[config.mk]
export PLATFORM = sky130hd
export DESIGN_NAME = lcd_text_buffer
export DESIGN_NICKNAME = d
export VERILOG_FILES = /design/src/rtl/lcd_pkg.sv /design/src/rtl/lcd_hex_ascii.sv /design/src/rtl/lcd_text_buffer.sv
export SDC_FILE = /design/constraint.sdc
export NUM_CORES = 1
export LEC_CHECK = 0
export ABC_AREA = 0
export BUFFER_PORTS_ARGS = -buffer_cell sky130_fd_sc_hd__buf_2
export CELL_PAD_IN_SITES_DETAIL_PLACEMENT = 2
export CELL_PAD_IN_SITES_GLOBAL_PLACEMENT = 2
export CORE_UTILIZATION = 46
export DETAILED_ROUTE_END_ITERATION = 10
export HOLD_SLACK_MARGIN = 0.08
export PLACE_DENSITY_LB_ADDON = 0.08
export SYNTH_ARGS = -nofsm -noshare
export SYNTH_HDL_FRONTEND = slang
export SYNTH_SLANG_ARGS = --single-unit
[constraint.sdc]
create_clock -name clk -period 30.7 [get_ports clk]
set_clock_uncertainty 0.2 [all_clocks]
set_input_delay 9.21 -clock clk [delete_from_list [all_inputs] [get_ports clk]]
set_output_delay 9.21 -clock clk [all_outputs]
set_load 0.05 [all_outputs]
[src/rtl/lcd_pkg.sv]
// Shared constants, sweep state encoding and beat payload for the LCD text buffer.
package lcd_pkg;

  localparam int unsigned LCD_COLS   = 16;
  localparam int unsigned LCD_LINES  = 2;
  localparam int unsigned LCD_CELLS  = LCD_COLS * LCD_LINES;
  localparam int unsigned CELL_AW    = 5;
  localparam int unsigned COL_W      = 4;
  localparam int unsigned HEX_W      = 32;
  localparam int unsigned HEX_IDX_W  = 3;

  localparam logic [7:0] LCD_CMD_LINE0    = 8'h80;
  localparam logic [7:0] LCD_CMD_LINE1    = 8'hC0;
  localparam logic [7:0] ASCII_SPACE      = 8'h20;
  localparam logic [7:0] ASCII_ZERO       = 8'h30;
  // 'A' - 10, so nibble 10..15 maps straight onto 'A'..'F'
  localparam logic [7:0] ASCII_ALPHA_BASE = 8'h37;

  typedef enum logic [1:0] {
    IDLE,
    ADDR,
    CHAR
  } sweep_state_e;

  // One beat towards the nibble driver: RS flag plus command/character byte.
  typedef struct packed {
    logic       rs;
    logic [7:0] data;
  } lcd_beat_t;

  // Flat cell index from line/column.
  function automatic logic [CELL_AW-1:0] cell_idx(input logic line, input logic [COL_W-1:0] col);
    return {line, col};
  endfunction

endpackage

[src/rtl/lcd_hex_ascii.sv]
// Combinational nibble to uppercase ASCII hex digit.
//   nibble_i : 4-bit value 0..15
//   ascii_o  : '0'..'9' or 'A'..'F'
module lcd_hex_ascii
  import lcd_pkg::*;
(
  input  logic [3:0] nibble_i,
  output logic [7:0] ascii_o
);

  always_comb begin
    if (nibble_i < 4'd10) ascii_o = ASCII_ZERO + 8'(nibble_i);
    else                  ascii_o = ASCII_ALPHA_BASE + 8'(nibble_i);
  end

endmodule

[src/rtl/lcd_text_buffer.sv]
// 2x16 character frame buffer that replays the whole frame to the LCD
// nibble driver as address commands plus data bytes whenever it changes.
//   clk, reset         : clock, async active-high reset
//   wr_en/addr/data    : single character write ({line, col} addressing)
//   hex_en/line/value  : render 32-bit value as 8 hex digits into cols 8..15
//   busy               : hex render in progress
//   out_valid/ready    : beat handshake towards the nibble driver
//   out_rs, out_byte   : RS flag and command/character byte
module lcd_text_buffer
  import lcd_pkg::*;
(
  input  logic               clk,
  input  logic               reset,
  input  logic               wr_en,
  input  logic [CELL_AW-1:0] wr_addr,
  input  logic [7:0]         wr_data,
  input  logic               hex_en,
  input  logic               hex_line,
  input  logic [HEX_W-1:0]   hex_value,
  output logic               busy,
  output logic               out_valid,
  input  logic               out_ready,
  output logic               out_rs,
  output logic [7:0]         out_byte
);

  logic [7:0]           cells_q [LCD_CELLS];
  logic [7:0]           cells_d [LCD_CELLS];
  logic                 dirty_q, dirty_d;
  logic                 busy_q, busy_d;
  logic [HEX_W-1:0]     hex_val_q, hex_val_d;
  logic                 hex_line_q, hex_line_d;
  logic [HEX_IDX_W-1:0] hex_idx_q, hex_idx_d;
  sweep_state_e         state_q, state_d;
  logic                 line_q, line_d;
  logic [COL_W-1:0]     col_q, col_d;
  logic                 valid_q, valid_d;
  lcd_beat_t            beat_q, beat_d;

  logic [7:0]           hex_char;
  logic [CELL_AW-1:0]   hex_addr;
  logic                 write_any;
  logic                 accept;

  // Digit source is always the top nibble; the value shifts left per digit.
  lcd_hex_ascii u_hex_ascii (
    .nibble_i (hex_val_q[HEX_W-1 -: 4]),
    .ascii_o  (hex_char)
  );

  assign hex_addr  = cell_idx(hex_line_q, {1'b1, hex_idx_q});
  assign write_any = wr_en | busy_q;
  assign accept    = valid_q & out_ready;

  // Hex render sequencer: latch on hex_en when idle, then 8 digit writes.
  always_comb begin
    busy_d     = busy_q;
    hex_val_d  = hex_val_q;
    hex_line_d = hex_line_q;
    hex_idx_d  = hex_idx_q;
    if (busy_q) begin
      hex_val_d = {hex_val_q[HEX_W-5:0], 4'h0};
      hex_idx_d = hex_idx_q + 3'd1;
      if (hex_idx_q == 3'd7) busy_d = 1'b0;
    end else if (hex_en) begin
      busy_d     = 1'b1;
      hex_val_d  = hex_value;
      hex_line_d = hex_line;
      hex_idx_d  = '0;
    end
  end

  // Cell array update; the hex write is applied last so it wins a collision.
  always_comb begin
    cells_d = cells_q;
    if (wr_en)  cells_d[wr_addr]  = wr_data;
    if (busy_q) cells_d[hex_addr] = hex_char;
  end

  // Sweep FSM: the output register holds the beat currently presented.
  always_comb begin
    state_d = state_q;
    line_d  = line_q;
    col_d   = col_q;
    valid_d = valid_q;
    beat_d  = beat_q;
    dirty_d = dirty_q;
    case (state_q)
      IDLE: begin
        if (dirty_q) begin
          state_d = ADDR;
          line_d  = 1'b0;
          valid_d = 1'b1;
          beat_d  = '{rs: 1'b0, data: LCD_CMD_LINE0};
          dirty_d = 1'b0;
        end
      end
      ADDR: begin
        if (accept) begin
          state_d = CHAR;
          col_d   = '0;
          beat_d  = '{rs: 1'b1, data: cells_q[cell_idx(line_q, 4'd0)]};
        end
      end
      CHAR: begin
        if (accept) begin
          if (col_q != 4'(LCD_COLS - 1)) begin
            col_d  = col_q + 4'd1;
            beat_d = '{rs: 1'b1, data: cells_q[cell_idx(line_q, col_q + 4'd1)]};
          end else if (!line_q) begin
            state_d = ADDR;
            line_d  = 1'b1;
            beat_d  = '{rs: 1'b0, data: LCD_CMD_LINE1};
          end else begin
            state_d = IDLE;
            valid_d = 1'b0;
          end
        end
      end
      default: begin
        state_d = IDLE;
        valid_d = 1'b0;
      end
    endcase
    // A write in the same cycle as the clear keeps the frame pending.
    if (write_any) dirty_d = 1'b1;
  end

  always_ff @(posedge clk or posedge reset) begin
    if (reset) begin
      for (int i = 0; i < int'(LCD_CELLS); i++) cells_q[i] <= ASCII_SPACE;
      dirty_q    <= 1'b1;
      busy_q     <= 1'b0;
      hex_val_q  <= '0;
      hex_line_q <= 1'b0;
      hex_idx_q  <= '0;
      state_q    <= IDLE;
      line_q     <= 1'b0;
      col_q      <= '0;
      valid_q    <= 1'b0;
      beat_q     <= '0;
    end else begin
      cells_q    <= cells_d;
      dirty_q    <= dirty_d;
      busy_q     <= busy_d;
      hex_val_q  <= hex_val_d;
      hex_line_q <= hex_line_d;
      hex_idx_q  <= hex_idx_d;
      state_q    <= state_d;
      line_q     <= line_d;
      col_q      <= col_d;
      valid_q    <= valid_d;
      beat_q     <= beat_d;
    end
  end

  assign busy      = busy_q;
  assign out_valid = valid_q;
  assign out_rs    = beat_q.rs;
  assign out_byte  = beat_q.data;

endmodule

==> metrics.md <==
| Metric | Value |
|---|---|
| Inserted Clock Buffers | 37 |
| Ratio of cells with drive above 1 in the final layout | 0.277 |
| Hold Violations, Final | 0 |
| I/O pin total | 62 |
| Dominant cells by area after synthesis | dfrtp_1 (44%), mux2i_1 (11%), mux4_2 (9.9%) |
| Hold-critical path depth | 2 |
| Max incr delay on CP | 530 ps |
| Hold crit path type | reg -> reg |
| Core Area | 33,500 um2 |
| WL/cell | 27.0 um |
| Root Buffer | clkbuf_16 |
| Final nets | 1,407 |
| Fmax | 89.2 MHz |
| Largest net degree at the start of global routing | 104 |
| Clk Latency, worst-skew pair | 530 ps |
| CP bufs+invs | 2 |
| Die footprint | 34,800 um2 |
| Vias in the first global route | 12,700 |
| Unique cell type count in the Yosys netlist | 47 |
| Gr usage total | 0.295 |
| CTS tree | built |
| R2R Path Start | col_q[0] |
| Cell Pwr Density | 81.8 nW/um2 |
| CP Data Arrival Time | 1800 ps |
| Critical Path Sink Type | output port |
| Max_cap viols | 0 |
| Port Buffers | 61 |
| EDFF count, synth | 0 |
| Post-CTS Resized | 0 |
| RSZ-0062 raised after global routing | false |
| GR Overflow Total | 0 |
| Synth Cell Area | 15,700 um2 |
| Setup crit start kind | register |
| N_diodes | 0 |
| RR Endpoint | out_byte[1] |
| Asr flop ratio synth | 1.00 |
| Worst EP required | 21,290 ps |
| Max VDD drop | 0.0474 mV |
| Routability cong. | 0.812 |
| CTS max path bufs | 3 |
| Sequential element share of the synthesized area | 0.499 |
| Share of the synthesized area in the top cell type | 0.444 |
| Chip height | 187 um |
| Most frequent cells in the layout | dfrtp_1 (276), mux2i_1 (171), mux2_2 (130), nand2_1 (122), a21oi_1 (115) |
| CTS Hold Bufs | 0 |
| Post-route minimum period | 11,210 ps |
| Drt drc | 0 |
| Worst-path maximum fanout | 74 |
| R2R depth | 6 |
| Vias | 11,000 |
| Syn Inst Count | 1,321 |
| H-tree depth | 2 |
| Post-CTS setup buffers | 0 |
| Hold_sp | hex_val_q[12] |
| Die W | 187 um |
| DRT iter0 DRCs | 514 |
| Worst slew margin relative to its limit | 0.243 |
| Final WL | 49.2 mm |
| First-pass GRT wire length | 78.4 mm |
| Average cell area after synthesis | 11.9 um2 |
| CP max stage cell | buf_4 |
| Critical-path cell list | buf_4 -> buf_2 |
| Most common cell after layout, fill and taps aside | dfrtp_1 |
| R2R setup slack | 26,700 ps |
| Initial Utilization | 0.468 |
| Worst Hold Path EP | hex_val_q[16] |
| Post-synth top area cell | dfrtp_1 |
| CP Class | reg -> out |
| Initial antenna violation count | 0 |
| Detail Route Antenna Nets | 0 |
| Row Count | 67 |
| DR vias/cell | 6.03 |
| Status | complete, no violations |
| Setup violators final | 0 |
| CTS sink cnt | 311 |
| Syn nets | 1,383 |
| Worst path top cell family by delay | buffers and inverters |
| Slew Viols, Final | 0 |
| Final TNS setup | 0 ps |
| P_leak | 0.00744 uW |
| CTS clk-pin slew, worst paths | 60 ps |
| Ys Warns | 0 |
| Pre-antenna DRT Iters | 5 |
| Area Growth Syn to Fin | 11.8% |
| Synth Flop Type | dfrtp_1 |
| Post-DP HPWL | 31.2 mm |
| Fin Hold WS | 286 ps |
| Yosys reg bits | 311 |
| Worst-Margin Slew | 1130 ps |
| Period utilization | 0.365 |
cells in the mapped netlist, drive strengths merged, types with 3 or more instances:
cell type,instances
dfstp,33
ha,11
o21ai,72
and2,6
nand3,12
a21oi,115
a22o,4
nand3b,4
mux2,130
inv,11
o211ai,8
a211o,3
nor2,119
nor3b,6
nor2b,11
mux4,71
a211oi,7
buf,25
and3,3
clkbuf,69
nand2,122
mux2i,171
nor3,9
dfrtp,278
worst reg2reg max path, stage by stage (launching register included):
cell	delay, ps
dfrtp_4	720
ha_4	750
buf_4	580
mux4_2	670
mux4_2	530
o211ai_1	260
o21ai_0	140
through the flow:
stage | util | area (um2) | worst slack, ps | std cells | power [uW]
2_1_floorplan | - | 15700 | 12740 | 1321 | 863
3_3_place_gp | 0.487 | 16300 | 19470 | 1754 | 958
3_5_place_dp | 0.487 | 16300 | 19400 | 1754 | 990
4_1_cts | 0.523 | 17500 | 19450 | 1822 | 1450
5_1_grt | 0.523 | 17500 | 19360 | 1822 | 1510
6_report | 0.523 | 17500 | 19490 | 1822 | 1430
where the power goes:
part / internal [uW] / switching (uW) / total, uW / leakage [uW]
sequential: 551 / 81.5 / 632 / 0.00377
clock: 263 / 179 / 443 / 0.000587
combinational: 156 / 204 / 359 / 0.00308
total: 970 / 464 / 1430 / 0.00744
how the worst max path moves through the flow:
stage / from / endpoint / depth (start not counted)
after floorplan: reset / async pin / 1
after CTS: busy / busy / 2
after global placement: wr_en / cells_q[27] / 5
after global routing: busy / busy / 2
after detailed placement: wr_addr[2] / cells_q[48] / 5
final: busy / busy / 2
per-layer routing:
metal	wire, um	vias to the layer above	share of wire	global-route usage
li1	-	4791	-	-
met1	20800	5897	0.42	0.373
met2	25700	212	0.52	0.525
met3	1330	87	0.027	0.0323
met4	1420	0	0.029	0.101
met5	0	-	0	0
logic make-up after synthesis:
logic type	Yosys count	synth area share
compound gates	219	0.0756
xor+xnor	4	0.00271
fa+ha+maj	11	0.00878
buf+inv	105	0.0278
flops	311	0.499
mux	372	0.305
simple gates	299	0.0814
cell type report:
cell class / instances / area [um2]
well taps: 448 / 561
flip-flops and latches: 311 / 7830
multi-input cells: 905 / 7450
clock buffers: 59 / 1100
repair buffers: 79 / 440
fillers: 3232 / 16000
inverters: 11 / 48.8
clock inverters: 9 / 101
Power figures use the tool's default switching activity.
